[src/rtl/display_scanner_if.sv]
// Bundle between a value-producing datapath and the multiplexed 7-segment scanner.
// The master side supplies the value to show; the slave side drives the board pins.
interface display_scanner_if #(
  parameter int NUM_DIGITS = 4
);
  logic                    en;
  logic [4*NUM_DIGITS-1:0] value;
  logic [NUM_DIGITS-1:0]   dp;
  logic                    blank_lz;
  logic [NUM_DIGITS-1:0]   an;
  logic [6:0]              seg;
  logic                    dp_n;
  logic                    frame_tick;

  modport master (
    output en, value, dp, blank_lz,
    input  an, seg, dp_n, frame_tick
  );

  modport slave (
    input  en, value, dp, blank_lz,
    output an, seg, dp_n, frame_tick
  );
endinterface

[src/rtl/display_scanner.sv]
// Time-multiplexed common-anode hex display scanner with per-slot anti-ghost blanking,
// frame-synchronous input snapshot and optional leading-zero suppression.
module display_scanner #(
  parameter int NUM_DIGITS   = 4,
  parameter int PRESCALE     = 131072,
  parameter int BLANK_CYCLES = 256
) (
  input logic              clk,
  input logic              rst,
  display_scanner_if.slave bus
);
  localparam int CNT_W = (PRESCALE > 1) ? $clog2(PRESCALE) : 1;
  localparam int IDX_W = (NUM_DIGITS > 1) ? $clog2(NUM_DIGITS) : 1;
  localparam logic [CNT_W-1:0] CNT_LAST = CNT_W'(PRESCALE - 1);
  localparam logic [IDX_W-1:0] IDX_LAST = IDX_W'(NUM_DIGITS - 1);

  logic [CNT_W-1:0]        cnt_reg;
  logic [IDX_W-1:0]        idx_reg;
  logic [4*NUM_DIGITS-1:0] value_shadow_reg;
  logic [NUM_DIGITS-1:0]   dp_shadow_reg;
  logic                    blz_shadow_reg;
  logic [NUM_DIGITS-1:0]   an_reg;
  logic [6:0]              seg_reg;
  logic                    dp_n_reg;
  logic                    tick_reg;

  logic                  slot_end;
  logic                  frame_end;
  logic                  show;
  logic [NUM_DIGITS:0]   zero_above;
  logic [3:0]            nibble;
  logic                  dp_sel;
  logic                  lz_sel;
  logic [NUM_DIGITS-1:0] an_next;
  logic [6:0]            seg_next;
  logic                  dp_n_next;

  function automatic logic [6:0] hex_to_seg(input logic [3:0] h);
    logic [6:0] s;
    case (h)
      4'h0: s = 7'b1000000;
      4'h1: s = 7'b1111001;
      4'h2: s = 7'b0100100;
      4'h3: s = 7'b0110000;
      4'h4: s = 7'b0011001;
      4'h5: s = 7'b0010010;
      4'h6: s = 7'b0000010;
      4'h7: s = 7'b1111000;
      4'h8: s = 7'b0000000;
      4'h9: s = 7'b0010000;
      4'hA: s = 7'b0001000;
      4'hB: s = 7'b0000011;
      4'hC: s = 7'b1000110;
      4'hD: s = 7'b0100001;
      4'hE: s = 7'b0000110;
      default: s = 7'b0001110;
    endcase
    return s;
  endfunction

  assign slot_end  = (cnt_reg == CNT_LAST);
  assign frame_end = slot_end && (idx_reg == IDX_LAST) && bus.en;
  assign show      = (int'(cnt_reg) >= BLANK_CYCLES);

  // zero_above[i] is set when nibble i and every more-significant nibble are zero.
  assign zero_above[NUM_DIGITS] = 1'b1;
  generate
    for (genvar gi = 0; gi < NUM_DIGITS; gi++) begin : g_digit
      assign zero_above[gi] = (value_shadow_reg[4*gi +: 4] == 4'h0) && zero_above[gi+1];
      assign an_next[gi]    = !(bus.en && show && (idx_reg == IDX_W'(gi)));
    end
  endgenerate

  always_comb begin
    nibble = 4'h0;
    dp_sel = 1'b0;
    lz_sel = 1'b0;
    for (int i = 0; i < NUM_DIGITS; i++) begin
      if (idx_reg == IDX_W'(i)) begin
        nibble = value_shadow_reg[4*i +: 4];
        dp_sel = dp_shadow_reg[i];
        lz_sel = (i != 0) && zero_above[i];
      end
    end
  end

  // A suppressed digit keeps its anode and decimal point; only the segments go dark.
  always_comb begin
    seg_next  = 7'h7F;
    dp_n_next = 1'b1;
    if (bus.en && show) begin
      seg_next  = (blz_shadow_reg && lz_sel) ? 7'h7F : hex_to_seg(nibble);
      dp_n_next = ~dp_sel;
    end
  end

  always_ff @(posedge clk) begin
    if (rst) begin
      cnt_reg          <= '0;
      idx_reg          <= '0;
      value_shadow_reg <= '0;
      dp_shadow_reg    <= '0;
      blz_shadow_reg   <= 1'b0;
      an_reg           <= '1;
      seg_reg          <= 7'h7F;
      dp_n_reg         <= 1'b1;
      tick_reg         <= 1'b0;
    end else begin
      an_reg   <= an_next;
      seg_reg  <= seg_next;
      dp_n_reg <= dp_n_next;
      tick_reg <= frame_end;
      if (bus.en) begin
        if (slot_end) begin
          cnt_reg <= '0;
          idx_reg <= (idx_reg == IDX_LAST) ? '0 : idx_reg + 1'b1;
        end else begin
          cnt_reg <= cnt_reg + 1'b1;
        end
      end
      if (frame_end) begin
        value_shadow_reg <= bus.value;
        dp_shadow_reg    <= bus.dp;
        blz_shadow_reg   <= bus.blank_lz;
      end
    end
  end

  assign bus.an         = an_reg;
  assign bus.seg        = seg_reg;
  assign bus.dp_n       = dp_n_reg;
  assign bus.frame_tick = tick_reg;
endmodule

[src/flat_wrapper.sv]
// flat-port wrapper written by rule: the top's interface ports become plain ports
module display_scanner_flat 
#(
  parameter int NUM_DIGITS   = 4,
  parameter int PRESCALE     = 131072,
  parameter int BLANK_CYCLES = 256
)
  (clk, rst, bus_en, bus_value, bus_dp, bus_blank_lz, bus_an, bus_seg, bus_dp_n, bus_frame_tick);
  display_scanner_if #(.NUM_DIGITS(NUM_DIGITS)) bus_i ();
  input logic clk;
  input logic rst;
  input wire logic [$bits(bus_i.en)-1:0] bus_en;
  input wire logic [$bits(bus_i.value)-1:0] bus_value;
  input wire logic [$bits(bus_i.dp)-1:0] bus_dp;
  input wire logic [$bits(bus_i.blank_lz)-1:0] bus_blank_lz;
  output wire logic [$bits(bus_i.an)-1:0] bus_an;
  output wire logic [$bits(bus_i.seg)-1:0] bus_seg;
  output wire logic [$bits(bus_i.dp_n)-1:0] bus_dp_n;
  output wire logic [$bits(bus_i.frame_tick)-1:0] bus_frame_tick;
  assign bus_i.en = bus_en;
  assign bus_i.value = bus_value;
  assign bus_i.dp = bus_dp;
  assign bus_i.blank_lz = bus_blank_lz;
  assign bus_an = bus_i.an;
  assign bus_seg = bus_i.seg;
  assign bus_dp_n = bus_i.dp_n;
  assign bus_frame_tick = bus_i.frame_tick;
  display_scanner #(.NUM_DIGITS(NUM_DIGITS), .PRESCALE(PRESCALE), .BLANK_CYCLES(BLANK_CYCLES)) u_core (.clk(clk), .rst(rst), .bus(bus_i));
endmodule
[config.mk]
export PLATFORM = sky130hd
export DESIGN_NAME = display_scanner_flat
export DESIGN_NICKNAME = d
export VERILOG_FILES = /design/src/rtl/display_scanner_if.sv /design/src/rtl/display_scanner.sv /design/src/flat_wrapper.sv
export SDC_FILE = /design/constraint.sdc
export NUM_CORES = 1
export LEC_CHECK = 0
export ABC_CLOCK_PERIOD_IN_PS = 3500
export BUFFER_PORTS_ARGS = -buffer_cell sky130_fd_sc_hd__buf_4
export CAP_MARGIN = 10
export CORE_UTILIZATION = 60
export DETAILED_ROUTE_END_ITERATION = 10
export GPL_TIMING_DRIVEN = 1
export PLACE_DENSITY = 0.88
export SETUP_SLACK_MARGIN = 0.02
export SLEW_MARGIN = 20
export SYNTH_ARGS = -nofsm -noshare
export SYNTH_HDL_FRONTEND = slang
export SYNTH_SLANG_ARGS = --single-unit
[constraint.sdc]
create_clock -name clk -period 3.5 [get_ports clk]
set_input_delay 0.7 -clock clk [delete_from_list [all_inputs] [get_ports clk]]
set_output_delay 0.7 -clock clk [all_outputs]
set_load 0.05 [all_outputs]
# After elaboration in Yosys (flattened, before gate mapping)
# Memories as Yosys holds them, arrays and structs flattened. A register that Yosys moved wholly into a read port is not among the register bits.
# Cells that the tools add are included.
# word_totals
reg_bits,46
rom_bits,112
inputBits,24
output_inout_bits,13
elab_cells,52
n_memories,1
# mem_list
memory,words,word_bits,read_ports,rd_clocked_by_memory_dff,write_ports,line,source
(no name shown),16,7,1,1,0,display_scanner.sv:40,case (h)
# op_classes
add_sub_neg,2
n_lt_le_gt_ge,1
n_eq_ne,4
mux,13
bitwise,2
reduce_logical,21
# ops
cell,count
adder 17 x 1 -> 17 bit (second input constant),1
equality test 17 bit (second input constant),1
greater-or-equal comparator 17 x 9 -> 1 bit (second input constant),1
two-way mux 17 bit,1
two-way mux 4 bit,4
logical NOT 4 bit,3
logical AND 1 bit,10
two-way mux 1 bit,7
equality test 2 bit (second input constant),2
logical NOT 1 bit,4
OR reduction 3 bit,1
adder 2 x 1 -> 2 bit (second input constant),1
equality test 2 x 1 -> 1 bit (second input constant),1
logical NOT 2 bit,1
two-way mux 2 bit,1
inverter 1 bit,2
AND reduction 2 bit,1
OR reduction 2 bit,1

# Logic depth before layout (Yosys ltp)
# Gate-level depths: netlist of the first run.
# logic_depth
depth_word,8
depth_mapped,10
depth_no_buf,9

# Worst setup path before layout of the first run
# No wires, ideal clock.
# synth_path
kind,register to register
start,register u_core.idx_reg[1]
end,register u_core.seg_reg[6] (netlist: u_core.bus.seg[6])
setup_time_ps,144
arrival_ps,1985
t_required_ps,3356
slack_ps,1371
path_stages_with_launch,11
path_buffers,1
synth_period_minus_slack_ps,2129
path_cell_list,dfxtp_1 -> inv_1 -> ha_1 -> buf_6 -> nand3b_1 -> a221oi_2 -> inv_1 -> ha_1 -> mux2_2 -> nand2_1 -> o311ai_0
# synth_between
elab_chain_cells,6
elab_cells_between_ends,13
classes_between,eq/ne (3); mux (7); reduce/logical (3)
# synth_rtl
element,line,source
start: declaration,display_scanner.sv:18,logic [IDX_W-1:0] idx_reg;
start signal: assignment,display_scanner.sv:116,idx_reg <= (idx_reg == IDX_LAST) ? '0 : idx_reg + 1'b1;
equality test 2 x 1 -> 1 bit,display_scanner.sv:79,if (idx_reg == IDX_W'(i)) begin
two-way mux 1 bit (3 in series),display_scanner.sv:79,
logical AND 1 bit,display_scanner.sv:92,seg_next = (blz_shadow_reg && lz_sel) ? 7'h7F : hex_to_seg(nibble);
OR reduction 3 bit (no source line),n/a,
end: declaration,display_scanner.sv:23,logic [6:0] seg_reg;
# Parallel ways exist; a longest one is shown, timed or not.
# A chain may end at the register's enable or synchronous reset.

# Worst setup path after layout of the first run
# layout_path
start,register u_core.idx_reg[0]
end,register u_core.seg_reg[1] (netlist: u_core.bus.seg[1])
# Same word-level chain as after synthesis.

==> results.yml, run 1 <==
routing:
  dr_wl_met2_um: 2610
  final_antenna_net_count: 0
  drt-total-wl_um: 5000
  drtPass1Iterations: 4
  post-route-drc-count: 0
  dr.max_layer_used: "met4"
  drtIter0Drc: 108
  route.met3.wl_um: 141
  via_count: 2040
  wl_met1_um: 2150
  vias_per_cell: 5.56
  wl_per_cell_um: 13.6
die:
  die_h_um: 66.6
  io_pins: 37
  dieArea_mm2: 0.00443
  rows: 23
  initial_core_util_pct: 62.6
  die_w_um: 66.6
  core_region_area_mm2: 0.00400
timing:
  fmax_mhz: 390
  period_minus_slack_ns: 2.56
  worst-slew-pin-transition_ns: 0.817
  post-route-period-util_pct: 73.2
  skew_ns: 0.00747
  fin_tns_setup_ns: 0
  worst_slack_ns: 0.937
  slew_violations: 0
  setup_viol: 0
  slew_headroom_pct: 45.3
  hold_viol: 0
  rsz0062_at_grt: "no"
clock_tree:
  cts_resized: 0
  hold_buffers: 0
  clock_latency_ns: 0.31
  cts.root.buffer_cell: "clkbuf_8"
  numCtsBuffers: 5
  cts_setup_buffers: 0
  cts_tree: "built"
  clockBufferDepth: 2
  htreeDepth: 2
  cts_sinks: 53
  clk_pin_slew_ns: 0.10
synth:
  yosys.area.top_type_share_pct: 42.4
  synthTopCellsByArea: "dfxtp_1, nand2_1, ha_1"
  synth_edf_count: 0
  syn-num-nets: 324
  yosysWarnings: 0
  syn_area_mm2: 0.00250
  synth_cell_types: 48
  synth-main-ff-cell: "dfxtp_1"
  syn_inst: 287
  syn_area_per_cell_um2: 8.72
  yosysSeqAreaShare_pct: 42.4
  synth_seq_cells: 53
  yosysTopAreaCell: "dfxtp_1"
  synth.top_cells.by_count: "nand2_1, dfxtp_1, a21oi_1"
  async_flop_share_pct: 0
  yosysMostFrequentCell: "nand2_1"
hold_path:
  min_path_type: "reg2reg"
  hold_path_depth: 2
place:
  numPortBuffers: 36
  globalplace.congestion: 0.833
  preCtsSetupSlack_ns: 1.01
  hpwl_um: 3580
finish:
  largest_register_ffs: 17
  fillCellCount: 319
  antenna_cells: 0
  layout-drive-gt1-share_pct: 18.0
  area_growth_pct: 13.4
  nets: 353
power_and_ir_drop:
  power.switching_uw: 219
  intPower_uw: 764
  pwr_density_cell_mw_per_mm2: 347
  ir_drop_mv: 0.324
  p_clk_share_pct: 34.4
  switching_share_pct: 22.3
  seq_power_share_pct: 61.8
  p_comb_share_pct: 3.7
  leakagePower_uw: 0.00104
worst_setup_path:
  worstSetupPathType: "reg2reg"
  worstPathBufferInverterCount: 1
  r2r_setup_slack_ns: 0.94
  path_cells: "ha_1 > a211oi_1 > a221oi_2 > inv_1 > ha_1 > o21ai_0 > o221ai_1"
  cpMaxStageDelayCell: "ha_1"
  crit_fanout: 18
  startpoint: "u_core.idx_reg[0]"
  cp.depth: 7
  reg2reg_from: "u_core.idx_reg[0]"
  r2r-end: "u_core.bus.seg[1]"
  cpMostUsedCell: "ha_1"
  crit_end: "u_core.bus.seg[1]"
  critPathMaxStageDelay_ns: 0.58
  reg2reg_depth: 7
  arrival_ns: 2.74
  setup.worst_path.end_class: "flop"
  cp.required_ns: 3.68
  start_kind: "flop"
  crit_family: "compound AO/OA/AOI/OAI gates"
grt:
  grt_max_degree: 29
  grt_pass1_vias: 2050
  grt_pass1_wl_um: 8380
  grt_util_all_layers_pct: 24.7
  antenna_found_initial: 0
  overflow: 0
job:
  maxCapViolCount: 0
outcome:
  outcome: "finished, final reports clean"
## worst min-delay path, stage by stage, from the launching register on
cell,delay (ns)
dfxtp_1,0.32
nand2_1,0.05
a21oi_1,0.06
## layout make-up
class                      instances  area (µm²)  area share, %
clock buffer                       5        68.8           2.43
clock inverter                     3        17.5          0.617
multi-input combinational        213        1330           46.9
inverter                           7        26.3          0.926
tap                               50        62.6           2.20
sequential                        53        1060           37.4
timing repair buffer              36         270           9.52
## placed cells by master, fill, tap and decap left out, drive strengths merged, types with 7 or more instances in the layout
| cell type | count |
|---|---|
| nand2 | 65 |
| dfxtp | 53 |
| buf | 36 |
| a21oi | 27 |
| nor2 | 23 |
| ha | 13 |
| xor2 | 8 |
| inv | 7 |
| xnor2 | 7 |
## power groups by stage
stage / Sequential [µW] / Clock, µW / Combinational, µW
after floorplan: 621 / 0 / 15.1
after global placement: 622 / 0 / 36.4
after detailed placement: 622 / 0 / 36.9
after CTS: 608 / 340 / 37.1
after global routing: 609 / 361 / 40.5
final: 608 / 339 / 36.8
## layer usage
layer / track usage, % / up-vias
li1: - / 1030
met1: 25.6 / 967
met2: 46.2 / 34
met3: 5.31 / 9
met4: 12.0 / 0
met5: 0 / -
## metrics by stage
stage / hold slack [ns] / power (µW) / instance area [µm²] / cells / utilization [%]
after floorplan: 0.431 / 636 / 2500 / 287 / -
after global placement: 0.439 / 658 / 2750 / 359 / 68.8
after detailed placement: 0.455 / 659 / 2750 / 359 / 68.8
after CTS: 0.468 / 985 / 2840 / 367 / 70.9
after global routing: 0.482 / 1010 / 2840 / 367 / 70.9
final: 0.470 / 983 / 2840 / 367 / 70.9
## worst min path at each step
stage / to / slack, ns / from
2_1_floorplan: u_core.blz_shadow_reg / 0.43 / u_core.blz_shadow_reg
3_3_place_gp: u_core.blz_shadow_reg / 0.44 / u_core.blz_shadow_reg
3_5_place_dp: u_core.dp_shadow_reg[2] / 0.45 / u_core.dp_shadow_reg[2]
4_1_cts: u_core.dp_shadow_reg[2] / 0.47 / u_core.dp_shadow_reg[2]
5_1_grt: u_core.dp_shadow_reg[2] / 0.48 / u_core.dp_shadow_reg[2]
6_report: u_core.blz_shadow_reg / 0.47 / u_core.blz_shadow_reg
## cell families after synthesis
| group | Yosys count | synth area share (%) |
|---|---|---|
| and+or+nand+nor | 133 | 26.2 |
| DFF | 53 | 42.4 |
| AOI/OAI and AO/OA | 48 | 13.6 |
| buffers and inverters | 21 | 4.40 |
| xor gates and xnor gates | 15 | 5.25 |
| adders and majority gates | 13 | 6.50 |
| muxes | 4 | 1.70 |
Note: power is estimated with default switching activity, not from simulation.
==> inputs of run 2 (changes only) <==
ABC_CLOCK_PERIOD_IN_PS = 2600   (was 3500)
CORE_UTILIZATION = 56   (was 60)
PLACE_DENSITY = 0.84   (was 0.88)
clock period = 2.6 ns   (was 3.5 ns; I/O delays follow)
==> run 2 against run 1 <==
Effect of this change:
- global-route usage shrank 1.7 points
- critical path depth grew 2
- via count shrank 0.83%
- final area grew 2.2%
- critical endpoint is now u_core.bus.seg[6]
- largest power group unchanged
==> results.yml, run 2 (synthesis gave the netlist of run 1 again) <==
timing:
  post-route-period-util_pct: 91.2
  slew_violations: 0
  skew_ns: 0.00934
  fin_tns_setup_ns: 0
  period_minus_slack_ns: 2.37
  slew_headroom_pct: 62.9
  worst-slew-pin-transition_ns: 0.557
  fmax_mhz: 422
  hold_viol: 0
  setup_viol: 0
  rsz0062_at_grt: "no"
worst_setup_path:
  crit_family: "compound AO/OA/AOI/OAI gates"
  worstPathBufferInverterCount: 2
  cpMaxStageDelayCell: "dfxtp_1"
  cp.required_ns: 2.78
  cp.depth: 9
  arrival_ns: 2.55
  reg2reg_depth: 9
  crit_fanout: 11
  worstSetupPathType: "reg2reg"
  setup.worst_path.end_class: "flop"
  start_kind: "flop"
  path_cells: "inv_1 > ha_1 > a211oi_1 > a211o_1 > inv_1 > ha_1 > mux2_2 > nand2_1 > o311ai_0"
  critPathMaxStageDelay_ns: 0.44
power_and_ir_drop:
  leakagePower_uw: 0.00107
  ir_drop_mv: 0.342
  switching_share_pct: 22.2
  p_clk_share_pct: 36.5
  intPower_uw: 1060
  pwr_density_cell_mw_per_mm2: 472
  p_comb_share_pct: 3.6
  power.switching_uw: 304
  seq_power_share_pct: 59.8
job:
  maxCapViolCount: 0
clock_tree:
  cts_tree: "built"
  numCtsBuffers: 5
  clockBufferDepth: 2
  hold_buffers: 0
  clk_pin_slew_ns: 0.10
  cts_sinks: 53
  cts.root.buffer_cell: "clkbuf_8"
  htreeDepth: 2
  clock_latency_ns: 0.32
routing:
  route.met3.wl_um: 187
  drtPass1Iterations: 4
  drt-total-wl_um: 5010
  dr_wl_met2_um: 2510
  dr.max_layer_used: "met4"
  wl_met1_um: 2240
  via_count: 2023
  vias_per_cell: 5.42
  wl_per_cell_um: 13.4
  post-route-drc-count: 0
  drtIter0Drc: 81
  final_antenna_net_count: 0
grt:
  overflow: 0
  grt_pass1_wl_um: 7940
  grt_pass1_vias: 1829
  antenna_found_initial: 0
  grt_max_degree: 29
  grt_util_all_layers_pct: 23.0
die:
  core_region_area_mm2: 0.00414
  die_h_um: 68.8
  dieArea_mm2: 0.00474
  rows: 23
  io_pins: 37
  die_w_um: 68.8
  initial_core_util_pct: 60.4
place:
  numPortBuffers: 36
  globalplace.congestion: 0.816
  dp.cells: 365
  hpwl_um: 3620
finish:
  seq_area_mm2: 0.00106
  final_common_cell: "nand2_1"
  layout_common_cells: "nand2_1, dfxtp_1, buf_4, a21oi_1, nor2_1"
  multiInputGateArea_mm2: 0.00133
  layoutNonFillerInstCount: 373
  layout-drive-gt1-share_pct: 19.8
  largest_register_ffs: 17
  fin_util_pct: 70.0
  nets: 359
  area_growth_pct: 15.8
  antenna_cells: 0
  fillCellCount: 324
hold_path:
  hold_path_depth: 3
  min_path_type: "in2reg"
outcome:
  outcome: "finished, final reports clean"
[run 2: cell types whose count changed in the layout (fill, tap and decap cells not counted), sizes merged]
| cell | change |
|---|---|
| clkinvlp | -1 |
| inv | +1 |
| clkbuf | +1 |
| clkinv | -1 |
| buf | +6 |
[run 2: stage by stage]
step,worst slack [ns],hold WS [ns],instance area (µm²),power [µW]
final,0.229,0.442,2900,1370
after CTS,0.194,0.442,2900,1380
after floorplan,0.471,0.431,2500,857
after detailed placement,0.227,0.449,2800,887
after global routing,0.0967,0.447,2900,1400
after global placement,0.289,0.441,2800,886
[run 2: timing repair]
item | CTS | global route
resized for setup | 0 | 1
setup buffers | 0 | 0
endpoints found under the setup margin | 0 | 2
[run 2: worst register-to-register path, stage by stage (launching register included)]
cell and delay (ns):
dfxtp_1 0.44, inv_1 0.09, ha_1 0.34, a211oi_1 0.28
a211o_1 0.27, inv_1 0.12, ha_1 0.25, mux2_2 0.28
nand2_1 0.05, o311ai_0 0.12
[run 2: final timing paths]
path	from	endpoint	slack [ns]
setup / recovery	u_core.idx_reg[0]	u_core.bus.seg[6]	0.23
setup reg to reg	u_core.idx_reg[0]	u_core.bus.seg[6]	0.23
hold / removal	bus_dp[1]	u_core.dp_shadow_reg[1]	0.44
hold reg to reg	u_core.dp_shadow_reg[1]	u_core.dp_shadow_reg[1]	0.46
[run 2: routing by layer]
metal  vias to the layer above  global-route usage, %
li1                       1047                      -
met1                       932                   27.7
met2                        37                   37.9
met3                         7                   5.10
met4                         0                   12.0
met5                         -                      0
[run 2: final cells by class]
type,instances,share of cell area [%]
multi-input combinational,213,46.0
sequential,53,36.6
timing repair buffer,42,10.9
clock buffer,6,2.85
tap,50,2.16
inverter,7,0.906
clock inverter,2,0.604
[run 2: power by group through the flow]
stage	Clock, µW	Sequential, µW	Combinational, µW
finish	500	819	49.4
global route	529	819	53.9
CTS	508	818	49.7
global placement	0	837	48.9
detailed placement	0	837	49.7
floorplan	0	836	20.3
